### src/rtl/wave_capture.sv
// Writer side of the two-bank 512x8 waveform RAM: arms on a positive-going zero
// crossing, writes 256 samples to the hidden bank, then flips banks when the display is idle.
// Optional forced trigger after AUTO_TIMEOUT quiet samples: define AUTO_TRIGGER_EN.
module wave_capture #(
  parameter int SAMPLE_W     = 16,
  parameter int AUTO_TIMEOUT = 1024
) (
  input  logic                clk,
  input  logic                reset,
  input  logic                new_sample_ready,
  input  logic [SAMPLE_W-1:0] new_sample_in,
  input  logic                wave_display_idle,
  output logic [8:0]          write_address,
  output logic                write_enable,
  output logic [7:0]          write_sample,
  output logic                read_index,
  output logic [1:0]          state_dbg
);

  // Handshake: new_sample_ready is a one-cycle strobe with no back-pressure; every
  // strobe is consumed in the cycle it appears, and RAM writes are fire-and-forget pulses.
  typedef enum logic [1:0] {
    ARMED  = 2'd0,
    ACTIVE = 2'd1,
    WAIT   = 2'd2
  } state_e;

  state_e      state_q;
  logic [7:0]  count_q;
  logic [7:0]  count_d;
  logic        prev_sign_q;
  logic        read_index_q;
  logic        write_enable_q;
  logic [8:0]  write_address_q;
  logic [7:0]  write_sample_q;

  logic        sample_sign;
  logic [7:0]  sample_byte;
  logic        zero_cross;
  logic        timeout_hit;
  logic        start_capture;

  generate
    if (SAMPLE_W < 8 || AUTO_TIMEOUT < 1) begin : g_bad_cfg
      $error("wave_capture: SAMPLE_W must be >= 8 and AUTO_TIMEOUT >= 1");
    end
    if (SAMPLE_W > 8) begin : g_low_bits
      logic unused_low_bits;
      assign unused_low_bits = ^new_sample_in[SAMPLE_W-9:0];
    end
  endgenerate

  // Offset-binary conversion: flipping the sign bit maps signed -128..127 onto 0..255.
  assign sample_sign   = new_sample_in[SAMPLE_W-1];
  assign sample_byte   = new_sample_in[SAMPLE_W-1 -: 8] ^ 8'h80;
  assign zero_cross    = new_sample_ready && prev_sign_q && !sample_sign;
  assign start_capture = zero_cross || (new_sample_ready && timeout_hit);
  assign count_d       = count_q + 8'd1;

`ifdef AUTO_TRIGGER_EN
  localparam int TO_W = $clog2(AUTO_TIMEOUT + 1);
  logic [TO_W-1:0] timeout_q;

  assign timeout_hit = (timeout_q == TO_W'(AUTO_TIMEOUT - 1));

  // Held at zero outside ARMED so each arming period starts a fresh count.
  always_ff @(posedge clk or posedge reset) begin
    if (reset) begin
      timeout_q <= '0;
    end else if (state_q != ARMED || start_capture) begin
      timeout_q <= '0;
    end else if (new_sample_ready) begin
      timeout_q <= timeout_q + TO_W'(1);
    end
  end
`else
  assign timeout_hit = 1'b0;
`endif

  always_ff @(posedge clk or posedge reset) begin
    if (reset) begin
      state_q         <= ARMED;
      count_q         <= 8'd0;
      prev_sign_q     <= 1'b0;
      read_index_q    <= 1'b0;
      write_enable_q  <= 1'b0;
      write_address_q <= 9'd0;
      write_sample_q  <= 8'd0;
    end else begin
      write_enable_q <= 1'b0;
      if (new_sample_ready) begin
        prev_sign_q <= sample_sign;
      end
      unique case (state_q)
        ARMED: begin
          if (start_capture) begin
            write_enable_q  <= 1'b1;
            write_address_q <= {~read_index_q, 8'd0};
            write_sample_q  <= sample_byte;
            count_q         <= 8'd1;
            state_q         <= ACTIVE;
          end
        end
        ACTIVE: begin
          if (new_sample_ready) begin
            write_enable_q  <= 1'b1;
            write_address_q <= {~read_index_q, count_q};
            write_sample_q  <= sample_byte;
            count_q         <= count_d;
            if (count_q == 8'hFF) begin
              state_q <= WAIT;
            end
          end
        end
        WAIT: begin
          // A sample arriving with idle is swallowed here; only prev_sign sees it.
          if (wave_display_idle) begin
            read_index_q <= ~read_index_q;
            state_q      <= ARMED;
          end
        end
        default: state_q <= ARMED;
      endcase
    end
  end

  assign write_address = write_address_q;
  assign write_enable  = write_enable_q;
  assign write_sample  = write_sample_q;
  assign read_index    = read_index_q;
  assign state_dbg     = state_q;

endmodule

### config.mk
export PLATFORM = sky130hd
export DESIGN_NAME = wave_capture
export DESIGN_NICKNAME = d
export VERILOG_FILES = /design/src/rtl/wave_capture.sv
export SDC_FILE = /design/constraint.sdc
export NUM_CORES = 1
export LEC_CHECK = 0
export BUFFER_PORTS_ARGS = -buffer_cell sky130_fd_sc_hd__buf_2
export CAP_MARGIN = 15
export CORE_AREA = 2 2 70 72
export DETAILED_ROUTE_END_ITERATION = 8
export DIE_AREA = 0 0 72 74
export SLEW_MARGIN = 10
export SYNTH_ARGS = -nofsm -noshare
export SYNTH_HDL_FRONTEND = slang
export SYNTH_SLANG_ARGS = --single-unit
export TNS_END_PERCENT = 10
### constraint.sdc
create_clock -name clk -period 2.4 [get_ports clk]
set_clock_uncertainty 0.05 [all_clocks]
set_input_delay 0.48 -clock clk [delete_from_list [all_inputs] [get_ports clk]]
set_output_delay 0.48 -clock clk [all_outputs]
set_load 0.02 [all_outputs]
==> impl_metrics.toml <==
[route]
dr_total_vias = 1005
route.detailed.drc = 0
drtIter0Drc = 31
drt_pass1_iterations = 4
viasPerCell = 4.98
ant_nets = 0
wl_mm = 2.57
routedWlPerCell_um = 12.7

[sta]
finalSetupViolCount = 0
fin_ws_ns = 0.728
max_freq_mhz = 598
period_minus_slack_ns = 1.67
maxSlewHeadroom_pct = 51.2
rsz0062_at_grt = "no"
final.setup.tns_ns = 0
period_share_pct = 69.7
drv_slew = 0
worst_slew_pin_slew_ns = 0.732
finalHoldViolations = 0

[cts]
cts.sinks = 30
clkTransAtPathRegs_ns = 0.06
cts_setup_buffers = 0
postCtsHoldBufs = 0
clock_latency_ns = 0.28
cts_tree = "done"
cts_resized = 0
clockRootBuffer = "clkbuf_8"
htreeDepth = 2
cts-buffers-inserted = 5
clockBufferDepth = 2

[final_layout]
final.fill_count = 451
layout_common_cells = "buf_2 (32), dfrtp_1 (30), a21o_1 (9), mux2_1 (8), and4b_1 (8)"
nets = 168
syn_to_final_growth_pct = 23.6
multi_input_area_um2 = 543
ff_latch_area_um2 = 751
final_common_cell = "buf_2"
antenna_cells = 0
layout-drive-gt1-share_pct = 30.4

[place]
hpwl_mm = 1.85
place_ws_ns = 0.379
gp_congestion = 0.687
portBuffers = 32

[outcome]
status = "completed"

[setup_path]
cp_num_buf_inv = 1
max_stage_delay_ns = 0.58
reg2reg_from = "prev_sign_q$_DFFE_PP0P_"
path_class = "in -> reg"
worstPathMaxFanout = 20
slowest_stage = "a21o_1"
crit_arrival_ns = 1.78
cp-startpoint = "new_sample_ready"
reg2reg_to = "write_sample[5]$_DFFE_PP0P_"
startpoint_type = "input pin"
path_cells = "buf_2 -> nand2b_1 -> a21o_1 -> mux2_1"
cp_data_required_time_ns = 2.51
r2r_setup_slack_ns = 0.74
reg2regPathDepth = 3
critPathTopFamily = "compound AO/OA/AOI/OAI gates"
endpoint_kind = "register"

[die]
die_area_um2 = 5330
pin_count = 41
core_area_um2 = 4600
die_y_um = 74
initial_core_util_pct = 29.1
fp-row-count = 25
chipWidth_um = 72

[global_route]
first_global_vias = 953
grt_pass1_wl_mm = 4.31
grt_antenna_before_repair = 0
grt_max_degree = 31
grt.total_usage_pct = 10.8
grt-ovfl-total = 0

[power_and_ir_drop]
vdd_drop_max_uv = 232
p_leak_nw = 0.859
powerDensity_nw_per_um2 = 958

[synth]
synthesis.area_um2 = 1340
yosysSeqAreaShare_pct = 56.1
avgSynthCellArea_um2 = 12.1
yosysWarnings = 0
syn-instance-count = 111
yosys_register_bits = 30
syn_nets = 132
yosysUniqueCellTypes = 31

[flow_run]
maxCapViolCount = 0

[hold_path]
hold_path_class = "in -> async"
[state kept, by name, summed over array words and instances, names as in the netlist]
signal         flops
write_enable       1
write_sample       8
read_index         1
count_q            8
state_dbg          2
write_address      9
prev_sign_q        1
[worst max path at each step]
stage | end | slack [ns] | cells past startpoint
5_1_grt | write_sample[6]$_DFFE_PP0P_ | 0.60 | 4
3_5_place_dp | write_sample[5]$_DFFE_PP0P_ | 0.38 | 4
3_3_place_gp | write_sample[5]$_DFFE_PP0P_ | 0.44 | 4
2_1_floorplan | write_sample[0]$_DFFE_PP0P_ | 0.91 | 5
4_1_cts | write_sample[5]$_DFFE_PP0P_ | 0.68 | 4
6_report | write_sample[5]$_DFFE_PP0P_ | 0.73 | 4
[tightest hold or removal path: cells and delay by family]
family                 cells  cell delay (ns)
buffers and inverters      3             0.46
[per-stage QoR]
step                      std cells  power [mW]  instance area (um^2)  util, %  hold slack (ns)
after detailed placement        194        1.19                  1560     34.0            0.411
after global routing            202        1.69                  1650     36.0            0.239
after global placement          194        1.17                  1560     34.0            0.407
after floorplan                 111        1.03                  1340        -            0.432
final                           202        1.58                  1650     36.0            0.204
after CTS                       202        1.62                  1650     36.0            0.217
[area by class of cell]
type / instances / share of cell area (%)
clock inverters: 1 / 0.303
well taps: 54 / 4.08
repair buffers: 35 / 11.0
multi-input cells: 70 / 32.8
inverters: 5 / 1.13
flip-flops and latches: 30 / 45.4
clock buffers: 7 / 5.22
[kinds of logic (layout without fill, tap and decap cells)]
group / Yosys count / count (layout) / share of synthesized area, %
adder cells (fa/ha/maj): 1 / 1 / 0.934
flip-flops: 30 / 30 / 56.1
XOR/XNOR: 2 / 2 / 1.31
buffers and inverters: 11 / 48 / 3.36
multiplexers: 13 / 13 / 10.5
AND/OR/NAND/NOR: 30 / 30 / 15.5
AO/OA/AOI/OAI: 24 / 24 / 12.3
[metal layers]
| metal | track usage (%) | up-vias | wire [um] |
|---|---|---|---|
| li1 | - | 476 | - |
| met1 | 11.0 | 489 | 1070 |
| met2 | 18.9 | 33 | 1230 |
| met3 | 4.47 | 7 | 202 |
| met4 | 5.66 | 0 | 59 |
| met5 | 0 | - | 0 |
[Yosys cell counts]
cell type / count / area [um^2]
inv_2: 2 / 7.51
dfrtp_1: 30 / 751
nor2_1: 4 / 15.0
mux2_1: 8 / 90.1
nand4b_1: 1 / 8.76
nor3_1: 1 / 5.00
nor2b_1: 1 / 6.26
xor2_1: 1 / 8.76
a21o_1: 9 / 67.6
ha_1: 1 / 12.5
buf_2: 3 / 15.0
clkbuf_1: 3 / 11.3
nor4_1: 1 / 6.26
o21bai_1: 2 / 15.0
nand3_1: 4 / 20.0
o21ai_1: 1 / 5.00
or4_1: 1 / 7.51
or3_1: 2 / 12.5
o21ai_0: 4 / 20.0
nand2b_1: 2 / 12.5
nand3b_2: 1 / 11.3
a21oi_1: 3 / 15.0
nand2_1: 3 / 11.3
nand4bb_1: 1 / 11.3
xnor2_1: 1 / 8.76
o31ai_1: 2 / 15.0
a22o_1: 2 / 17.5
and4b_1: 8 / 80.1
inv_1: 3 / 11.3
a2111oi_1: 1 / 10.0
mux2i_1: 5 / 50.1
[power breakdown]
part           switching [mW]  internal [mW]
combinational           0.275          0.183
sequential             0.0819          0.629
clock                   0.185          0.231
total                   0.542           1.04
No activity file was read; power rests on OpenSTA's default activity.
